### src/rtl/pcn6_pkg.sv
// Shared definitions for the degree-6 stochastic parity check node:
// run-sequencer state encoding and default geometry/timing values.
package pcn6_pkg;

  typedef enum logic [1:0] {
    ST_IDLE   = 2'd0,
    ST_LOAD   = 2'd1,
    ST_DECODE = 2'd2,
    ST_FIN    = 2'd3
  } state_t;

  localparam int unsigned LP_D        = 6;
  localparam int unsigned LP_INIT_CYC = 4;
  localparam int unsigned LP_SAT_RUN  = 16;
  localparam int unsigned LP_SAT_W    = 8;
  localparam int unsigned LP_MAX_CYC  = 2048;
  localparam int unsigned LP_CYC_W    = 12;

endpackage

### src/rtl/pcn6_ctrl.sv
// Decode-run sequencer: IDLE/LOAD/DECODE/FIN FSM with the satisfied-run and
// decode-cycle counters; drives INIT/BUSY/DONE/CONV and the decode_en strobe.
module pcn6_ctrl
  import pcn6_pkg::*;
#(
  parameter int unsigned INIT_CYC = LP_INIT_CYC,
  parameter int unsigned SAT_RUN  = LP_SAT_RUN,
  parameter int unsigned SAT_W    = LP_SAT_W,
  parameter int unsigned MAX_CYC  = LP_MAX_CYC,
  parameter int unsigned CYC_W    = LP_CYC_W
) (
  input  logic i_clk,
  input  logic i_rst,
  input  logic i_start,
  input  logic i_parity,
  output logic o_init,
  output logic o_busy,
  output logic o_done,
  output logic o_conv,
  output logic o_decode_en
);

  localparam int unsigned LD_W = (INIT_CYC > 1) ? $clog2(INIT_CYC) : 1;
  localparam logic [LD_W-1:0]  LP_LD_LAST  = LD_W'(INIT_CYC - 1);
  localparam logic [SAT_W-1:0] LP_RUN_LAST = SAT_W'(SAT_RUN - 1);
  localparam logic [CYC_W-1:0] LP_CYC_LAST = CYC_W'(MAX_CYC - 1);

  state_t            r_state;
  logic [LD_W-1:0]   r_ld;
  logic [SAT_W-1:0]  r_run;
  logic [CYC_W-1:0]  r_cyc;
  logic              r_init;
  logic              r_busy;
  logic              r_done;
  logic              r_conv;
  logic              r_decode_en;

  logic [SAT_W-1:0]  w_run_nxt;
  logic              w_conv_hit;
  logic              w_timeout;

  // Next satisfied-run length and the two run-ending conditions for this sample.
  always_comb begin
    w_run_nxt  = r_run + SAT_W'(1);
    w_conv_hit = 1'b0;
    if (i_parity) begin
      w_run_nxt = {SAT_W{1'b0}};
    end else begin
      w_conv_hit = (r_run == LP_RUN_LAST);
    end
    w_timeout = (r_cyc == LP_CYC_LAST);
  end

  // Sequencer state, counters and registered run outputs.
  always_ff @(posedge i_clk) begin
    if (i_rst) begin
      r_state     <= ST_IDLE;
      r_ld        <= {LD_W{1'b0}};
      r_run       <= {SAT_W{1'b0}};
      r_cyc       <= {CYC_W{1'b0}};
      r_init      <= 1'b0;
      r_busy      <= 1'b0;
      r_done      <= 1'b0;
      r_conv      <= 1'b0;
      r_decode_en <= 1'b0;
    end else begin
      case (r_state)
        ST_IDLE: begin
          if (i_start) begin
            r_state <= ST_LOAD;
            r_ld    <= {LD_W{1'b0}};
            r_init  <= 1'b1;
            r_busy  <= 1'b1;
            r_conv  <= 1'b0;
          end
        end
        ST_LOAD: begin
          if (r_ld == LP_LD_LAST) begin
            r_state     <= ST_DECODE;
            r_init      <= 1'b0;
            r_decode_en <= 1'b1;
            r_run       <= {SAT_W{1'b0}};
            r_cyc       <= {CYC_W{1'b0}};
          end else begin
            r_ld <= r_ld + LD_W'(1);
          end
        end
        ST_DECODE: begin
          r_run <= w_run_nxt;
          r_cyc <= r_cyc + CYC_W'(1);
          // Convergence is tested first so it wins a tie with the cycle budget.
          if (w_conv_hit) begin
            r_state     <= ST_FIN;
            r_conv      <= 1'b1;
            r_done      <= 1'b1;
            r_decode_en <= 1'b0;
          end else if (w_timeout) begin
            r_state     <= ST_FIN;
            r_conv      <= 1'b0;
            r_done      <= 1'b1;
            r_decode_en <= 1'b0;
          end
        end
        ST_FIN: begin
          r_state <= ST_IDLE;
          r_done  <= 1'b0;
          r_busy  <= 1'b0;
        end
        default: begin
          r_state     <= ST_IDLE;
          r_init      <= 1'b0;
          r_busy      <= 1'b0;
          r_done      <= 1'b0;
          r_conv      <= 1'b0;
          r_decode_en <= 1'b0;
        end
      endcase
    end
  end

  assign o_init      = r_init;
  assign o_busy      = r_busy;
  assign o_done      = r_done;
  assign o_conv      = r_conv;
  assign o_decode_en = r_decode_en;

endmodule

### src/rtl/pcn6.sv
// Degree-6 parity check node: extrinsic XOR array and registered R/SAT,
// with run sequencing delegated to pcn6_ctrl.
module pcn6
  import pcn6_pkg::*;
#(
  parameter int unsigned D        = LP_D,
  parameter int unsigned INIT_CYC = LP_INIT_CYC,
  parameter int unsigned SAT_RUN  = LP_SAT_RUN,
  parameter int unsigned SAT_W    = LP_SAT_W,
  parameter int unsigned MAX_CYC  = LP_MAX_CYC,
  parameter int unsigned CYC_W    = LP_CYC_W
) (
  input  logic         i_clk,
  input  logic         i_rst,
  input  logic         i_start,
  input  logic [D-1:0] i_q,
  output logic [D-1:0] o_r,
  output logic         o_init,
  output logic         o_busy,
  output logic         o_sat,
  output logic         o_done,
  output logic         o_conv
);

  // Each edge gets the parity of all other edges: full parity with its own bit removed.
  function automatic logic [D-1:0] extrinsic_f(input logic [D-1:0] q);
    logic [D-1:0] ext;
    logic         p;
    p = ^q;
    for (int i = 0; i < D; i++) begin
      ext[i] = p ^ q[i];
    end
    return ext;
  endfunction

  logic         w_parity;
  logic [D-1:0] w_ext;
  logic         w_decode_en;
  logic [D-1:0] r_r;
  logic         r_sat;

  assign w_parity = ^i_q;
  assign w_ext    = extrinsic_f(i_q);

  pcn6_ctrl #(
    .INIT_CYC (INIT_CYC),
    .SAT_RUN  (SAT_RUN),
    .SAT_W    (SAT_W),
    .MAX_CYC  (MAX_CYC),
    .CYC_W    (CYC_W)
  ) u_ctrl (
    .i_clk       (i_clk),
    .i_rst       (i_rst),
    .i_start     (i_start),
    .i_parity    (w_parity),
    .o_init      (o_init),
    .o_busy      (o_busy),
    .o_done      (o_done),
    .o_conv      (o_conv),
    .o_decode_en (w_decode_en)
  );

  // Extrinsic and satisfied-parity registers, forced low outside DECODE.
  always_ff @(posedge i_clk) begin
    if (i_rst) begin
      r_r   <= {D{1'b0}};
      r_sat <= 1'b0;
    end else if (w_decode_en) begin
      r_r   <= w_ext;
      r_sat <= ~w_parity;
    end else begin
      r_r   <= {D{1'b0}};
      r_sat <= 1'b0;
    end
  end

  assign o_r   = r_r;
  assign o_sat = r_sat;

endmodule

### config.mk
export PLATFORM = sky130hd
export DESIGN_NAME = pcn6
export DESIGN_NICKNAME = d
export VERILOG_FILES = /design/src/rtl/pcn6_pkg.sv /design/src/rtl/pcn6_ctrl.sv /design/src/rtl/pcn6.sv
export SDC_FILE = /design/constraint.sdc
export NUM_CORES = 1
export LEC_CHECK = 0
export CAP_MARGIN = 30
export CELL_PAD_IN_SITES_DETAIL_PLACEMENT = 0
export CELL_PAD_IN_SITES_GLOBAL_PLACEMENT = 1
export CORE_MARGIN = 5
export CORE_UTILIZATION = 30
export CTS_BUF_LIST = sky130_fd_sc_hd__clkbuf_4 sky130_fd_sc_hd__clkbuf_8
export DETAILED_ROUTE_END_ITERATION = 10
export HOLD_SLACK_MARGIN = 0.15
export PLACE_DENSITY = 0.65
export SYNTH_ARGS = -nofsm -noshare
export SYNTH_HDL_FRONTEND = slang
export SYNTH_SLANG_ARGS = --single-unit
### constraint.sdc
create_clock -name i_clk -period 1.75 [get_ports i_clk]
set_clock_uncertainty 0.15 [all_clocks]
set_input_delay 0.175 -clock i_clk [delete_from_list [all_inputs] [get_ports i_clk]]
set_output_delay 0.175 -clock i_clk [all_outputs]
set_load 0.01 [all_outputs]
After elaboration in Yosys (flattened, before gate mapping). Index checks and enable logic that the tools add are counted. W data, S select, Z words.

Output and inout port bits: 11. Bits of input ports: 9. Bits in registers: 36.

$add $sub $neg: 3. Reductions and logical operators: 16. Mux-type cells: 28. Bitwise operators: 8. Equality and inequality tests: 10.

Operators with widths (number): $pmux W12 S2 (1); $mux W8 (2); $pmux W8 S2 (1); $reduce_and A3 Y1 (5); $add A12 B1 Y12 const B (1); $eq A12 B11 Y1 const B (1); $mux W12 (1); $mux W2 (6); $mux W1 (10); $pmux W1 S2 (5); $reduce_bool A2 Y1 (5); $add A8 B1 Y8 const B (1); $eq A8 B4 Y1 const B (1); $pmux W2 S4 (1); $eq A2 B2 Y1 const B (3); $reduce_and A2 Y1 (3); $reduce_xor A6 Y1 (1); $xor A1 B1 Y1 (6); $ne A2 B2 Y1 const B (2); $pmux W2 S2 (1); $ne A3 B1 Y1 const B (1); $add A2 B1 Y2 const B (1); $eq A2 B1 Y1 const B (1); $logic_not A2 Y1 (1); 3 further kinds (4).

Depth between registers and ports, before layout. Gate-level depths: netlist (run 1).

Depth in word-level cells: 4. Gate-level depth with buffers: 8.

By module. Synthesis (run 1) repeated with hierarchy kept, for this count alone.

Cells, all modules: 212. Area total of the unflattened synthesis: 1886.8 µm².

Modules (own cells, without submodules): pcn6_ctrl (area each 1516.5 µm², sequential area each 580.6 µm², times used 1, cells an instance 177); pcn6 (area each 370.4 µm², sequential area each 140.1 µm², times used 1, cells an instance 35).

Worst setup path after synthesis (run 1). Ideal clock, no wire load.

Path kind: flip-flop to flip-flop. Start point: register u_ctrl.r_state[1]. End point: register u_ctrl.r_cyc[10]. Stages on the path, launching flop included: 8. Data required time: 1.527 ns. Path slack: -0.139 ns. Period minus slack after synthesis: 1.889 ns. Data arrival time: 1.667 ns. Path through: dfxtp_1 -> inv_1 -> ha_1 -> buf_2 -> mux2i_1 -> nand4bb_1 -> or3_1 -> a21oi_1.

Longest elaborated chain between the ends: 3.

Ends and longest elaborated chain: from (decl) (RTL line pcn6_ctrl.sv:28) `state_t r_state;`; from (signal assigned) (RTL line pcn6_ctrl.sv:57) `r_state <= ST_IDLE;`; from (signal assigned) (RTL line pcn6_ctrl.sv:70) `r_state <= ST_LOAD;`; from (signal assigned) (RTL line pcn6_ctrl.sv:79) `r_state <= ST_DECODE;`; $eq A2 B1 Y1 or $eq A2 B2 Y1 (tied branches) (RTL line pcn6_ctrl.sv:67) `case (r_state)`; $ne A2 B1 Y1 (no line) or $reduce_bool A2 Y1 (tied branches); $reduce_and A2 Y1 (no line); to (signal assigned) (RTL line pcn6_ctrl.sv:60) `r_cyc <= {CYC_W{1'b0}};`; to (signal assigned) (RTL line pcn6_ctrl.sv:83) `r_cyc <= {CYC_W{1'b0}};`; to (signal assigned) (RTL line pcn6_ctrl.sv:90) `r_cyc <= r_cyc + CYC_W'(1);`; to (decl) (RTL line pcn6_ctrl.sv:31) `logic [CYC_W-1:0] r_cyc;`.

Several ways; a longest one is shown, not always the timed one. A chain may end at the register's enable or synchronous reset.

Worst setup path in the final report (run 1).
Start point: register u_ctrl.r_run[6]. End point: register u_ctrl.r_state[0].

Longest elaborated chain between the ends: 4.

Ends and longest elaborated chain: from (decl) (RTL line pcn6_ctrl.sv:30) `logic [SAT_W-1:0] r_run;`; from (signal assigned) (RTL line pcn6_ctrl.sv:59) `r_run <= {SAT_W{1'b0}};`; from (signal assigned) (RTL line pcn6_ctrl.sv:82) `r_run <= {SAT_W{1'b0}};`; from (signal assigned) (RTL line pcn6_ctrl.sv:89) `r_run <= w_run_nxt;`; $eq A8 B4 Y1 * (RTL line pcn6_ctrl.sv:49) `w_conv_hit = (r_run == LP_RUN_LAST);`; $mux W1 * (RTL line pcn6_ctrl.sv:46) `if (i_parity) begin`; $mux W2 or $ne A3 B1 Y1 (tied branches); $pmux W2 S4 or $reduce_and A3 Y1 (tied branches); to (signal assigned) (RTL line pcn6_ctrl.sv:70); to (signal assigned) (RTL line pcn6_ctrl.sv:93) `r_state <= ST_FIN;`; to (signal assigned) (RTL line pcn6_ctrl.sv:98) `r_state <= ST_FIN;`.

Every way passes the cells marked *; elsewhere a longest branch is shown, timed or not.

==> parameters.txt, run 1 <==
Parameter                              Value

Run status
  Status    completed

STA
  F_max    0.572 GHz
  Setup Total Neg Slack    0 ns
  Relative slew slack    77.2%
  Final setup violating endpoints    0
  Fin crit share    100%
  Final Critical Period    1.75 ns
  RSZ-0062 raised after global routing    yes
  Slew Viols, Final    0
  Hold Vio Cnt, Final    0
  Worst-margin pin slew    0.341 ns

Place
  Routability Congestion    0.708
  Quantity of I/O buffers inserted on ports    19
  Post-DP HPWL    3150 um
  Total cell area at the placement stage    2500 um2

Floorplanning
  Floorplan die height    88.1 um
  Core outline area    5920 um2
  Row count    28
  Area of the die    7760 um2
  Effective utilization at floorplan    30.9%
  Number of ports placed on the die boundary    20
  Die extent in x    88.1 um

Logic synthesis
  Count of yosys warnings during synthesis    0
  EDFF count, synth    0
  Syn Std Cell Area    1830 um2
  Async SR Flop Fraction    0%
  Average cell area after synthesis    8.84 um2
  Post-synthesis cell type count    46
  Cells after synthesis    207
  Net count after synthesis    224
  Post-synthesis sequential element count    36
  Sequential area share after synthesis    39.4%
  Most used flip-flop cell after synthesis    sky130_fd_sc_hd__dfxtp_1

Clock network
  Sinks on Clock Net    36
  Clock-pin transition on the worst setup and hold timing paths    0.07 ns
  Clock tree buffer depth    2
  Clock Latency Late Sink    0.28 ns
  H-tree depth reported by CTS    2
  Total CTS buffers    5
  CTS tree    yes
  Clock root buffer master    sky130_fd_sc_hd__clkbuf_8

Cells and area
  Syn-to-layout area delta    52.4%
  Number of inserted diodes    0
  Final core area utilization    47.1%
  Number of nets in the finished design    301
  Cell area after layout    2790 um2
  Share of cells above drive strength 1    33.1%

Routing
  Iteration-0 DRC Markers    63
  Detailed-route via count    1688
  Detail-routed net length per standard cell    12.2 um
  Average via count per standard cell    4.70
  Wirelength, routed    4380 um
  DRC Markers    0
  Drt pass-1 iters    4
  Antenna Violating Nets Remaining    0

GRT
  Global-route wire length before repair    7640 um
  Overall global routing resource usage    12.6%
  GRT Residual Overflow    0
  Number of antenna violations at the first check in global routing    0
  Pin count of the biggest net entering global routing    18
  Number of global-route vias before repair    1742

Critical path
  Crit path arrival time    1.81 ns
  Sort of element at the start of the critical path    flip-flop
  Critical path type    reg -> reg
  Data required time at the worst endpoint    1.81 ns
  CP Capture Type    flip-flop
  Largest fanout of any net on the critical path    3

Min path
  Worst hold path class    in -> reg

Power
  Power share of the sequential group    34.9%
  Total power after layout    2.81 mW
  Worst voltage drop across the vdd grid    0.000404 V
  Total net switching power    897 uW
  Part of the power in the clock network    23.0%
  Ratio of total power to cell area    1010 nW/um2
  Leakage power    1.19 nW
  Cell internal pwr    1.91 mW
  Net switching fraction of the power    31.9%
  Portion of total power attributed to combinational logic    42.2%

Flow run
  Max_cap viols    0
[routing by layer]
layer | up-vias | part of all wire [%] | track usage (%) | wire (um)
met5 | - | 0 | 0 | 0
met3 | 7 | 4.4 | 3.10 | 192
met2 | 24 | 48 | 21.9 | 2100
met1 | 793 | 46 | 14.8 | 2020
li1 | 864 | - | - | -
met4 | 0 | 1.6 | 5.22 | 70
[worst paths after layout]
path	from	endpoint	slack [ns]	cells past startpoint
setup reg to reg	u_ctrl.r_run[6]$_SDFFE_PP0P_	u_ctrl.r_state[0]$_SDFFE_PP0P_	0.0006	6
setup / recovery	u_ctrl.r_run[6]$_SDFFE_PP0P_	u_ctrl.r_state[0]$_SDFFE_PP0P_	0.0006	6
hold / removal	i_q[2]	o_r[2]$_SDFF_PP0_	0.18	4
hold reg to reg	u_ctrl.o_init$_SDFFE_PP0P_	u_ctrl.o_init$_SDFFE_PP0P_	0.33	2
[kinds of logic (layout without fill, tap and decap cells)]
group	count (synthesis)	in the layout	synth area share [%]
compound gates	39	39	13.3
xor+xnor	19	20	11.6
buf+inv	10	86	2.53
simple gates	91	91	25.2
flops	36	36	39.4
mux	4	4	2.46
fa+ha+maj	8	8	5.47
[cells in the mapped netlist, types with 4 or more instances]
cell type | instances | area (um2)
sky130_fd_sc_hd__a21oi_1 | 9 | 45.0
sky130_fd_sc_hd__dfxtp_1 | 36 | 721
sky130_fd_sc_hd__ha_1 | 8 | 100
sky130_fd_sc_hd__inv_1 | 4 | 15.0
sky130_fd_sc_hd__nand2_1 | 19 | 71.3
sky130_fd_sc_hd__nand2b_1 | 14 | 87.6
sky130_fd_sc_hd__nand3_1 | 5 | 25.0
sky130_fd_sc_hd__nor2_1 | 27 | 101
sky130_fd_sc_hd__nor3_1 | 6 | 30.0
sky130_fd_sc_hd__o21ai_0 | 15 | 75.1
sky130_fd_sc_hd__or3_1 | 4 | 25.0
sky130_fd_sc_hd__xnor2_1 | 10 | 87.6
sky130_fd_sc_hd__xor2_1 | 5 | 43.8
[cell type report]
| type | count | area [um2] |
|---|---|---|
| fill | 594 | 3130 |
| multi-input combinational | 162 | 1240 |
| sequential | 36 | 727 |
| timing repair buffer | 75 | 618 |
| clock buffer | 7 | 96.3 |
| tap | 75 | 93.8 |
| inverter | 4 | 15.0 |
[power groups by stage]
stage / Sequential (mW) / Combinational, mW / Clock, mW
CTS: 0.966 / 1.15 / 0.674
floorplan: 1.00 / 0.602 / 0
detailed placement: 0.983 / 1.09 / 0
global route: 0.991 / 1.31 / 0.708
global placement: 0.978 / 1.08 / 0
finish: 0.980 / 1.19 / 0.645
[repair_timing]
item,in CTS,in global routing
gates resized for setup,15,17
pin swaps,10,6
setup endpoints to repair,16,17
buffers inserted,4,2
hold buffers,0,0
gates cloned,1,0
[cell usage in the layout (no fill, tap or decap), drive strengths merged, types with 4 or more instances in the layout]
master / count
buf: 56
dfxtp: 36
nor2: 28
nand2: 19
o21ai: 16
nand2b: 14
clkdlybuf4s50: 13
a21oi: 12
xnor2: 11
ha: 8
clkbuf: 7
xor2: 6
nor3: 6
nand3: 5
or3: 4
dlygate4sd2: 4
inv: 4
[registers in the layout (all words and copies together), names as in the netlist]
| register | flops |
|---|---|
| u_ctrl.r_state | 2 |
| u_ctrl.o_conv | 1 |
| u_ctrl.o_init | 1 |
| o_r | 6 |
| u_ctrl.o_done | 1 |
| o_sat | 1 |
| u_ctrl.o_busy | 1 |
| u_ctrl.r_ld | 2 |
| u_ctrl.r_cyc | 12 |
| u_ctrl.r_run | 8 |
| u_ctrl.o_decode_en | 1 |
[worst max-delay path: stages (launching register included)]
cell and delay, ns:
sky130_fd_sc_hd__dfxtp_2 0.32, sky130_fd_sc_hd__or4_4 0.54, sky130_fd_sc_hd__nor2_4 0.13, sky130_fd_sc_hd__a21oi_4 0.08
sky130_fd_sc_hd__buf_6 0.13, sky130_fd_sc_hd__a21oi_4 0.14, sky130_fd_sc_hd__mux2i_1 0.19
[metrics by stage]
stage / std cells / hold slack, ns / setup slack, ns
after floorplan: 207 / 0.173 / -0.0451
after global placement: 345 / 0.308 / -0.411
after detailed placement: 345 / 0.318 / -0.438
after CTS: 357 / 0.295 / -0.0376
after global routing: 359 / 0.188 / -0.0663
final: 359 / 0.177 / 0.000590
Note: power is estimated with default switching activity, not from simulation.
==> inputs of run 2 (changes only) <==
Settings changed: CORE_UTILIZATION 30 to 40, PLACE_DENSITY 0.65 to 0.82.
==> run 2 against run 1 <==
Compared with the run above: the flow now finishes with violations (setup timing); combinational power about the same; sequential power rose by 0.6%; non-clock buffer count decreased by 7; design area fell by 2.8%; routed wire length down 3.4%; final cell count fell by 8.1%.
==> parameters.txt, run 2 (synthesis results as in run 1) <==
Parameter                              Value

Clock network
  Sinks on Clock Net    36 (unchanged)
  Clock root buffer master    sky130_fd_sc_hd__clkbuf_8 (unchanged)
  Clock tree buffer depth    2 (unchanged)
  Total CTS buffers    5 (unchanged)
  Number of hold-repair buffers added at the cts stage    0 (unchanged)
  Clock Latency Late Sink    0.29 ns (was 0.28 ns)
  H-tree depth reported by CTS    2 (unchanged)
  Clock-pin transition on the worst setup and hold timing paths    0.07 ns (about the same)
  CTS tree    yes (unchanged)

Floorplanning
  Number of ports placed on the die boundary    20 (unchanged)
  Row count    24 (was 28)
  Area of the die    6030 um2 (was 7760 um2)
  Floorplan die height    77.7 um (was 88.1 um)
  Core outline area    4380 um2 (was 5920 um2)
  Die extent in x    77.7 um (was 88.1 um)
  Effective utilization at floorplan    41.8% (was 30.9%)

Critical path
  Sort of element at the start of the critical path    flip-flop (unchanged)
  Critical-path top delay cell    sky130_fd_sc_hd__or4_4 (unchanged)
  Number of buffer and inverter stages on the critical path    1 (unchanged)
  Data required time at the worst endpoint    1.81 ns (about the same)
  CP peak stage delay    0.54 ns (about the same)
  Critical path type    reg -> reg (unchanged)
  Family of cells with the greatest summed delay on the critical path    simple AND/OR/NAND/NOR gates (unchanged)
  CP Cell Sequence    or4_4, nor2_4, a21oi_4, buf_6, a21oi_4, mux2i_1 (unchanged)
  Critical path's most frequent cell    sky130_fd_sc_hd__a21oi_4 (unchanged)
  Crit path arrival time    1.81 ns (about the same)
  Largest fanout of any net on the critical path    3 (unchanged)
  CP Capture Type    flip-flop (unchanged)

Routing
  Average via count per standard cell    4.99 (was 4.70)
  Detailed-route via count    1647 (was 1688)
  Wirelength, routed    4230 um (was 4380 um)
  Total met2 wirelength after detailed routing    2050 um (was 2100 um)
  Detail-routed net length per standard cell    12.8 um (was 12.2 um)
  Drt pass-1 iters    4 (unchanged)
  DRC Markers    0 (unchanged)
  Met1 wire length    1940 um (was 2020 um)
  Topmost layer with routed signal wires    met4 (unchanged)
  Detailed route wirelength on metal3    170 um (was 192 um)
  Iteration-0 DRC Markers    69 (was 63)
  Antenna Violating Nets Remaining    0 (unchanged)

Run status
  Violated checks    setup timing
  Status    finished with violations (was completed)

STA
  F_max    0.570 GHz (was 0.572 GHz)
  Worst hold margin    0.172 ns (was 0.177 ns)
  Setup Total Neg Slack    -0.00367 ns (was 0 ns)
  Relative slew slack    70.8% (was 77.2%)
  Fin crit share    100% (about the same)
  Final setup violating endpoints    1 (was 0)
  Slew Viols, Final    0 (unchanged)
  Hold Vio Cnt, Final    0 (unchanged)
  Worst setup margin    -0.00367 ns (was 0.000590 ns)
  Worst-margin pin slew    0.438 ns (was 0.341 ns)
  Final Critical Period    1.75 ns (about the same)
  RSZ-0062 raised after global routing    yes (unchanged)

GRT
  Number of global-route vias before repair    1605 (was 1742)
  Overall global routing resource usage    14.6% (was 12.6%)
  GRT Residual Overflow    0 (unchanged)
  Global-route wire length before repair    7270 um (was 7640 um)
  Number of antenna violations at the first check in global routing    0 (unchanged)
  Pin count of the biggest net entering global routing    18 (unchanged)

Place
  Post-DP HPWL    2870 um (was 3150 um)
  Total cell area at the placement stage    2430 um2 (was 2500 um2)
  Quantity of I/O buffers inserted on ports    19 (unchanged)
  Routability Congestion    0.765 (was 0.708)
  Worst slack after detailed placement    -0.441 ns (was -0.438 ns)

Cells and area
  Number of inserted diodes    0 (unchanged)
  Cell area after layout    2710 um2 (was 2790 um2)
  Syn-to-layout area delta    48.2% (was 52.4%)
  Number of nets in the finished design    294 (was 301)
  Largest register FFs    12 (unchanged)
  Share of cells above drive strength 1    32.4% (was 33.1%)
  Highest-count cells in the layout ignoring fill and taps    sky130_fd_sc_hd__buf_4 (48), sky130_fd_sc_hd__dfxtp_1 (31), sky130_fd_sc_hd__nor2_1 (26) (was sky130_fd_sc_hd__buf_4 (54), sky130_fd_sc_hd__dfxtp_1 (31), sky130_fd_sc_hd__nor2_1 (27))
  Register name with the most flops    u_ctrl.r_cyc (unchanged)
  Commonest non-fill, non-tap cell in the layout    sky130_fd_sc_hd__buf_4 (unchanged)

Power
  Total net switching power    925 uW (was 897 uW)
  Leakage power    1.13 nW (was 1.19 nW)
  Ratio of total power to cell area    1030 nW/um2 (was 1010 nW/um2)
  Cell internal pwr    1.87 mW (was 1.91 mW)
  Net switching fraction of the power    33.1% (was 31.9%)
  Power share of the sequential group    35.3% (was 34.9%)
  Total power after layout    2.79 mW (was 2.81 mW)
  Portion of total power attributed to combinational logic    41.9% (was 42.2%)
  Part of the power in the clock network    22.7% (was 23.0%)
  Worst voltage drop across the vdd grid    0.000551 V (was 0.000404 V)

Min path
  Worst hold path class    in -> reg (unchanged)

Flow run
  Max_cap viols    0 (unchanged)
[run 2: repair_timing]
item                       in CTS  in global routing
resized for setup              19                 17
cloned                          1                  0
pin swaps                       9                 14
setup endpoints to repair      24                 24
setup buffers                   3                  2
[run 2: path summary, 6_finish.rpt]
| check | start | endpoint | slack, ns | cells past startpoint |
|---|---|---|---|---|
| min | i_q[1] | o_r[1]$_SDFF_PP0_ | 0.17 | 4 |
| max reg2reg | u_ctrl.r_run[6]$_SDFFE_PP0P_ | u_ctrl.r_state[1]$_SDFFE_PP0P_ | -0.004 | 6 |
| min reg2reg | u_ctrl.o_init$_SDFFE_PP0P_ | u_ctrl.o_init$_SDFFE_PP0P_ | 0.32 | 2 |
| max | u_ctrl.r_run[6]$_SDFFE_PP0P_ | u_ctrl.r_state[1]$_SDFFE_PP0P_ | -0.004 | 6 |
[run 2: worst register-to-register path: stages, from the launching register on]
cell	delay (ns)
sky130_fd_sc_hd__dfxtp_1	0.31
sky130_fd_sc_hd__or4_4	0.54
sky130_fd_sc_hd__nor2_4	0.13
sky130_fd_sc_hd__a21oi_4	0.07
sky130_fd_sc_hd__buf_6	0.12
sky130_fd_sc_hd__a21oi_4	0.14
sky130_fd_sc_hd__mux2i_1	0.20
[run 2: power groups by stage]
stage	Sequential, mW	Clock, mW	Combinational, mW
2_1_floorplan	1.00	0	0.602
3_3_place_gp	0.985	0	0.980
3_5_place_dp	0.988	0	0.987
4_1_cts	0.970	0.652	1.10
5_1_grt	1.00	0.696	1.28
6_report	0.986	0.635	1.17
[run 2: stage by stage]
stage | cells | utilization (%)
floorplan | 207 | -
global placement | 316 | 55.4
CTS | 328 | 60.2
detailed placement | 316 | 55.4
finish | 330 | 61.9
global route | 330 | 61.9
[run 2: layer usage]
layer / vias up / global-route usage, %
li1: 848 / -
met1: 762 / 18.1
met2: 29 / 24.0
met3: 8 / 4.05
met4: 0 / 5.50
met5: - / 0
[run 2: final cells by class]
cell class                 count  area (um2)
timing repair buffer          68         559
clock inverter                 1        7.51
fill                         353        1670
tap                           52        65.1
inverter                       4        17.5
clock buffer                   7        90.1
sequential                    36         729
multi-input combinational    162        1240
